**config.mk**
```make
export PLATFORM = sky130hd
export DESIGN_NAME = mcu_spi_bridge
export DESIGN_NICKNAME = d
export VERILOG_FILES = /design/src/rtl/mcu_spi_bridge.sv
export SDC_FILE = /design/constraint.sdc
export NUM_CORES = 1
export LEC_CHECK = 0
export CAP_MARGIN = 5
export CELL_PAD_IN_SITES_DETAIL_PLACEMENT = 0
export CELL_PAD_IN_SITES_GLOBAL_PLACEMENT = 2
export CORE_ASPECT_RATIO = 2
export CORE_MARGIN = 3
export CORE_UTILIZATION = 25
export CTS_CLUSTER_SIZE = 24
export DETAILED_ROUTE_END_ITERATION = 10
export PLACE_DENSITY_LB_ADDON = 0.1
export SYNTH_ARGS = -nofsm -noshare
export SYNTH_HDL_FRONTEND = slang
export SYNTH_SLANG_ARGS = --single-unit
```
**constraint.sdc**
```tcl
create_clock -name clk -period 3.05 [get_ports clk]
set_input_delay 0.305 -clock clk [delete_from_list [all_inputs] [get_ports clk]]
set_output_delay 0.305 -clock clk [all_outputs]
set_load 0.05 [all_outputs]
```
**src/rtl/mcu_spi_bridge.sv**
```systemverilog
// ---------------------------------------------------------------------------
// mcu_spi_bridge
// Bridges an MCU SPI master (mode 1: SCK idles low, data launched on the
// rising edge, sampled on the falling edge) into the core clock domain.
// The first word of each chip-select frame is a target id. Every later word
// is a payload word, strobed to the addressed target. The MCU reads back
// mcu_status during the id word and the core reply word during each
// following word.
//
// Ports
//   clk          core clock, rising edge
//   reset        synchronous active-high reset
//   spi_io_ss    MCU chip select, active low (asynchronous)
//   spi_io_clk   SPI clock (asynchronous)
//   spi_io_din   MOSI (asynchronous)
//   spi_io_dout  MISO
//   mcu_strobe   one-hot payload strobe, bit k -> target k+1
//   mcu_start    high with the strobe of payload word 0
//   mcu_dout     received payload word
//   mcu_index    payload word index, saturating at 255
//   mcu_din      reply word, shifted out during the next word
//   mcu_status   status word, shifted out during the id word
// ---------------------------------------------------------------------------
module mcu_spi_bridge #(
  parameter int NUM_TARGETS = 4,
  parameter int DATA_W      = 8,
  parameter int SYNC_STAGES = 2
) (
  input  logic                   clk,
  input  logic                   reset,
  input  logic                   spi_io_ss,
  input  logic                   spi_io_clk,
  input  logic                   spi_io_din,
  output logic                   spi_io_dout,
  output logic [NUM_TARGETS-1:0] mcu_strobe,
  output logic                   mcu_start,
  output logic [DATA_W-1:0]      mcu_dout,
  output logic [7:0]             mcu_index,
  input  logic [DATA_W-1:0]      mcu_din,
  input  logic [DATA_W-1:0]      mcu_status
);

  localparam int CNT_W = $clog2(DATA_W);
  localparam logic [CNT_W-1:0]  LAST_BIT = CNT_W'(DATA_W - 1);
  localparam logic [DATA_W-1:0] MAX_ID   = DATA_W'(NUM_TARGETS);

  typedef enum logic [1:0] {WAIT_HI, IDLE, TARGET, PAYLOAD} state_t;

  state_t state_reg, state_next;

  logic [SYNC_STAGES-1:0] ss_pipe_reg, sck_pipe_reg, din_pipe_reg;
  logic                   sck_prev_reg;
  logic [CNT_W-1:0]       bit_cnt_reg;
  logic [DATA_W-1:0]      rx_reg;
  logic [DATA_W-1:0]      tx_reg;
  logic [DATA_W-1:0]      id_reg;
  logic [7:0]             pay_cnt_reg;
  logic                   done_d_reg;
  logic                   dout_reg;
  logic [NUM_TARGETS-1:0] strobe_reg;
  logic                   start_reg;
  logic [DATA_W-1:0]      mcu_dout_reg;
  logic [7:0]             mcu_index_reg;

  logic                   ss_s, sck_s, din_s;
  logic                   active, fall_det, rise_det, word_done, id_valid;
  logic [DATA_W-1:0]      rx_word;
  logic [NUM_TARGETS-1:0] strobe_next;

  assign ss_s  = ss_pipe_reg[SYNC_STAGES-1];
  assign sck_s = sck_pipe_reg[SYNC_STAGES-1];
  assign din_s = din_pipe_reg[SYNC_STAGES-1];

  // Shifting is gated on a live chip select so that a deasserting ss
  // never completes a partial word.
  assign active    = ((state_reg == TARGET) || (state_reg == PAYLOAD)) && !ss_s;
  assign fall_det  = active && sck_prev_reg && !sck_s;
  assign rise_det  = active && !sck_prev_reg && sck_s;
  assign word_done = fall_det && (bit_cnt_reg == LAST_BIT);
  assign rx_word   = {rx_reg[DATA_W-2:0], din_s};
  assign id_valid  = (id_reg != '0) && (id_reg <= MAX_ID);

  generate
    for (genvar gi = 0; gi < NUM_TARGETS; gi++) begin : g_strobe
      assign strobe_next[gi] = id_valid && (id_reg == DATA_W'(gi + 1));
    end
  endgenerate

  always_comb begin
    state_next = state_reg;
    case (state_reg)
      WAIT_HI: if (ss_s) state_next = IDLE;
      IDLE:    if (!ss_s) state_next = TARGET;
      TARGET: begin
        if (ss_s)           state_next = IDLE;
        else if (word_done) state_next = PAYLOAD;
      end
      PAYLOAD: if (ss_s) state_next = IDLE;
      default: state_next = WAIT_HI;
    endcase
  end

  always_ff @(posedge clk) begin
    if (reset) begin
      state_reg     <= WAIT_HI;
      ss_pipe_reg   <= '0;
      sck_pipe_reg  <= '0;
      din_pipe_reg  <= '0;
      sck_prev_reg  <= 1'b0;
      bit_cnt_reg   <= '0;
      rx_reg        <= '0;
      tx_reg        <= '0;
      id_reg        <= '0;
      pay_cnt_reg   <= '0;
      done_d_reg    <= 1'b0;
      dout_reg      <= 1'b0;
      strobe_reg    <= '0;
      start_reg     <= 1'b0;
      mcu_dout_reg  <= '0;
      mcu_index_reg <= '0;
    end else begin
      state_reg    <= state_next;
      ss_pipe_reg  <= {ss_pipe_reg[SYNC_STAGES-2:0], spi_io_ss};
      sck_pipe_reg <= {sck_pipe_reg[SYNC_STAGES-2:0], spi_io_clk};
      din_pipe_reg <= {din_pipe_reg[SYNC_STAGES-2:0], spi_io_din};
      sck_prev_reg <= sck_s;
      strobe_reg   <= '0;
      start_reg    <= 1'b0;
      done_d_reg   <= word_done;

      // Outside a live frame: drop any partial word and the frame context.
      if (!active) begin
        bit_cnt_reg <= '0;
        rx_reg      <= '0;
        id_reg      <= '0;
        pay_cnt_reg <= '0;
        dout_reg    <= 1'b0;
      end

      // Transmit path: status on frame entry, reply word one clk after each
      // completed word (id_reg is already updated by then), else shift.
      if ((state_reg == IDLE) && !ss_s) begin
        tx_reg <= mcu_status;
      end else if (done_d_reg && active) begin
        tx_reg <= id_valid ? mcu_din : '0;
      end else if (rise_det) begin
        dout_reg <= tx_reg[DATA_W-1];
        tx_reg   <= {tx_reg[DATA_W-2:0], 1'b0};
      end

      if (fall_det) begin
        rx_reg      <= rx_word;
        bit_cnt_reg <= (bit_cnt_reg == LAST_BIT) ? '0 : bit_cnt_reg + 1'b1;
      end

      if (word_done) begin
        if (state_reg == TARGET) begin
          id_reg <= rx_word;
        end else begin
          mcu_dout_reg  <= rx_word;
          mcu_index_reg <= pay_cnt_reg;
          strobe_reg    <= strobe_next;
          start_reg     <= id_valid && (pay_cnt_reg == 8'd0);
          if (pay_cnt_reg != 8'hFF) pay_cnt_reg <= pay_cnt_reg + 8'd1;
        end
      end
    end
  end

  assign spi_io_dout = dout_reg;
  assign mcu_strobe  = strobe_reg;
  assign mcu_start   = start_reg;
  assign mcu_dout    = mcu_dout_reg;
  assign mcu_index   = mcu_index_reg;

endmodule

```
-- Word level (Yosys, flattened, before mapping)
Index checks and enable logic that the tools add are counted.
- bits in registers: 66
- input bits: 21
- output and inout bits: 22
- add/subtract/negate cells: 2
- order comparisons: 1
- equal/unequal tests: 13
- muxes and demuxes: 25
- bitwise operators: 2
- reduce and logical (&&, ||, !) cells: 26
- operator list (cell ; number):
    2-to-1 mux 8 bit ; 11
    equality test 8 x 2 -> 1 bit, second input constant ; 2
    logical AND 1 bit ; 14
    2-to-1 mux 7 bit ; 2
    2-to-1 mux 3 bit ; 3
    adder 8 x 1 -> 8 bit, second input constant ; 1
    equality test 8 x 1 -> 1 bit, second input constant ; 1
    equality test 8 x 3 -> 1 bit, second input constant ; 1
    less-or-equal comparator 8 x 3 -> 1 bit, second input constant ; 1
    zero test 8 bit ; 1
    2-to-1 mux 2 bit ; 4
    != test 8 bit, second input constant ; 1
    nonzero test 8 bit ; 1
    one-hot mux 2 bit (3 select lines) ; 1
    equality test 2 bit, second input constant ; 2
    2-to-1 mux 1 bit ; 4
    != test 2 x 1 -> 1 bit, second input constant ; 2
    adder 3 x 1 -> 3 bit, second input constant ; 1
    equality test 3 bit, second input constant ; 1
    zero test 1 bit ; 3
    != test 3 bit, second input constant ; 1
    AND reduction 3 bit ; 1
    nonzero test 3 bit ; 1
    OR reduction 3 bit ; 1
    7 further kinds ; 8

-- Depth between registers and ports, before layout
- depth in word-level cells: 9
- gate-level depth with buffers: 8
- depth with buffers taken out: 6

-- Worst setup path after synthesis
Ideal clock, no wire load.
- kind: register to register
- start: reg state_reg[0]
- end: reg strobe_reg[2], in the netlist mcu_strobe[2]
- library setup time: 0.091 ns
- data arrival time: 2.111 ns
- data required time: 2.959 ns
- path slack: 0.847 ns
- cell stages (with the launch flop): 8
- cells stage by stage: dfxtp_1 -> inv_1 -> ha_1 -> or3b_4 -> or2_1 -> buf_6 -> or4_4 -> nor4bb_1
- cells in the longest elaborated chain, start to end: 8
- elaborated cells between the ends (all ways): 9
- RTL lines (what ; line ; RTL):
    start, declared ; 49 ; state_t state_reg, state_next;
    start signal, assigned ; 122 ; state_reg <= state_next;
    equality test 2 bit (on tied branches) ; 76, 157 ;
    logical OR 1 bit ; 76 ; assign active = ((state_reg == TARGET) || (state_reg == PAYLOAD)) && !ss_s;
    logical AND 1 bit ; 76 ;
    logical AND 1 bit (2 in series) ; 77 ; assign fall_det = active && sck_prev_reg && !sck_s;
    logical AND 1 bit ; 79 ; assign word_done = fall_det && (bit_cnt_reg == LAST_BIT);
    NOT 1 bit (no line) ; -- ;
    OR reduction 3 bit (no line) * ; -- ;
    end signal, assigned ; 162 ; strobe_reg <= strobe_next;
    end, declared ; 60 ; logic [NUM_TARGETS-1:0] strobe_reg;
Mark *: on every way between the ends. The rest lies on a longest branch, timed or not.
A chain may end at the register's enable or synchronous reset.

-- Final worst setup path
- start: reg state_reg[0]
- end: reg strobe_reg[1], in the netlist mcu_strobe[1]
The elaborated chain is that of the path after synthesis.

==> flow_summary.json <==
{
  "routed_via_density": 4.82,
  "numPortBuffers": 42,
  "status": "finished clean",
  "hold_path_end": "pay_cnt_reg[2]",
  "max-cap-violations": 0,
  "die_x_microns": 80.6,
  "maximum_number_of_pins_on_one_net_before_global_route_repair": 44,
  "post_drt_wl_per_cell_microns": 16.2,
  "cts_inserted_buffers": 9,
  "antenna_cells_inserted": 0,
  "relative_area_change_from_synthesis_to_final_layout_pct": 31.0,
  "synth_seq_area_share_pct": 47.5,
  "timing_max_transition_violations_final": 0,
  "cp_data_arrival_time_ns": 2.52,
  "grt_pass1_wl_mm": 13.9,
  "netlist-cell-type-count": 47,
  "synth-edff-count": 0,
  "syn_inst": 328,
  "worst-r2r-cell-count": 6,
  "fmax_mhz": 435,
  "row_count": 53,
  "final_common_cell": "nand2_1",
  "synth_area_sq_um": 2780,
  "layout.core_utilization_pct": 34.1,
  "cellPowerDensity_nw_per_um2": 665,
  "simple_gate_share_of_the_synthesized_area_pct": 27.3,
  "gpl.final_weighted_congestion": 0.777,
  "tritoncts": "built",
  "synth_top_area_share_pct": 47.5,
  "synth_register_bits": 66,
  "drt_iter0_drc": 138,
  "r2r-start": "state_reg[0]",
  "final.setup_skew_ns": 0.00462,
  "post_cts_resized": 0,
  "finish.net_count": 397,
  "synth.yosys.warnings": 0,
  "layout-drive-gt1-share_pct": 7.77,
  "detail_route.drc_violations": 0,
  "clk_latency_ns": 0.33,
  "timing.hold.worst.start": "reset",
  "ctsHoldBuffers": 0,
  "netlist.top_cell.by_area": "dfxtp_1",
  "cts_root_cell": "clkbuf_16",
  "gr-usage-all-layers_pct": 14.7,
  "async_flop_share_pct": 0,
  "critical_path_required_ns": 3.27,
  "die_height_microns": 155,
  "numClockSinks": 66,
  "dpl.hpwl_mm": 5.89,
  "hold_ws_ns": 0.305,
  "timing.setup.critical_path_class": "reg -> reg",
  "rsz_0062_raised_after_global_routing": "no",
  "synthXorXnorAreaFrac_pct": 0.315,
  "final-instance-count-excl-fill": 510,
  "hp-class": "in -> reg",
  "ant_nets": 0,
  "tightest_slew_ns": 0.870,
  "htree_num_levels": 3,
  "worstReg2RegEnd": "mcu_strobe[1]",
  "first_global_vias": 2657,
  "postCtsSetupRepairBufs": 0,
  "syn_nets": 356,
  "setup_tns_ns": 0,
  "routed_wl_mm": 8.24,
  "maxSlewHeadroom_pct": 42.0,
  "synth_area_per_cell_sq_um": 8.48,
  "boundaryPins": 43,
  "power.static_leakage_nw": 1.23,
  "synth-main-ff-cell": "dfxtp_1",
  "worst-r2r-setup-slack_ns": 0.75,
  "hold_depth": 2,
  "antenna_found_initial": 0,
  "final_min_period_over_clock_period_pct": 75.3,
  "timing.final.crit_period_ns": 2.30,
  "synth_fa_ha_area_share_pct": 3.15,
  "routed-via-count": 2458,
  "synth_area_leaders": "dfxtp_1 (48%), nand2_1 (9.9%), a21oi_1 (7.6%)",
  "synth_top_family_by_area": "simple AND/OR/NAND/NOR gates",
  "numPlacedInstances": 495,
  "cp_cell_sequence": "inv_1, ha_1, or3b_4, or2_1, or4_4, nor4b_1",
  "crit_path_start_kind": "register",
  "firstDrtPassIters": 4,
  "critical-path-slowest-cell": "or4_4",
  "final_number_of_setup_violating_endpoints": 0,
  "floorplan.initialDensity_pct": 26.0,
  "most-common-layout-cells": "nand2_1 (73), dfxtp_1 (66), a21oi_1 (42)",
  "max-vdd-ir-drop_uv": 325,
  "clock_path_buffers": 2,
  "worst_setup_hold_path_clk_slew_ns": 0.05,
  "core_area_sq_um": 10700,
  "cp-end-kind": "register",
  "globalRoute.totalOverflow": 0,
  "critical-path-max-stage-delay_ns": 0.54,
  "hold_viol": 0,
  "worstPathMaxFanout": 7,
  "synth_compound_area_share_pct": 17.1,
  "die-area_sq_um": 12500,
  "synth.area.mux_share_pct": 0.360
}
## metrics by stage
stage / area, sq um / worst slack, ns / power [W]
final: 3640 / 0.753 / 0.00242
after global placement: 3340 / 0.859 / 0.00138
after floorplan: 2780 / 0.847 / 0.00125
after CTS: 3640 / 0.704 / 0.00246
after global routing: 3640 / 0.632 / 0.00256
after detailed placement: 3340 / 0.731 / 0.00139
## cells in the mapped netlist, types with 3 or more instances
library cell,instances
a21oi_1,42
a311oi_1,9
buf_1,3
clkbuf_1,15
dfxtp_1,66
ha_1,7
inv_1,8
nand2_1,73
nand3_1,5
nand3b_1,11
nand4_1,9
nor2_1,8
nor2b_1,10
nor3_1,10
nor4b_1,3
o21ai_0,11
## final cells by class
class	count	area, sq um
Timing Repair Buffer	50	475
Clock inverter	2	35.0
Inverter	8	30.0
Clock buffer	13	270
Sequential cell	66	1320
Fill cell	1145	7030
Multi-Input combinational cell	234	1340
Tap cell	137	171
## power breakdown
part	leakage, nW	switching (W)	internal [W]
Sequential	0.534	0.0000338	0.000917
Combinational	0.540	0.000267	0.000148
Clock	0.152	0.000362	0.000694
## worst max path at each step
stage / start / end / cells past startpoint
3_5_place_dp: state_reg[0] / mcu_strobe[1] / 6
3_3_place_gp: state_reg[0] / mcu_strobe[2] / 6
4_1_cts: state_reg[0] / mcu_strobe[1] / 6
2_1_floorplan: state_reg[0] / mcu_strobe[2] / 7
5_1_grt: state_reg[0] / mcu_strobe[1] / 6
6_report: state_reg[0] / mcu_strobe[1] / 6
## critical path: cells and delay by family, from the launching register on
kind                     cells  cell delay, ns
AND/OR/NAND/NOR              4            1.47
buffers and inverters        1            0.08
adder cells (fa/ha/maj)      1            0.28
flip-flops                   1            0.36
## cells by family (layout without fill, tap and decap cells)
kind of cell	count (synthesis)	after routing
and+or+nand+nor	147	147
AOI/OAI and AO/OA	78	78
DFF	66	66
buffers and inverters	28	73
adders and majority gates	7	7
xor gates and xnor gates	1	1
muxes	1	1
## routing by layer
layer / vias up / part of all wire (%) / track usage [%]
met4: 0 / 1.9 / 6.29
met5: - / 0 / 0
li1: 1247 / - / -
met2: 42 / 56 / 27.5
met3: 10 / 3.7 / 2.72
met1: 1159 / 38 / 15.5
Power figures use the tool's default switching activity.
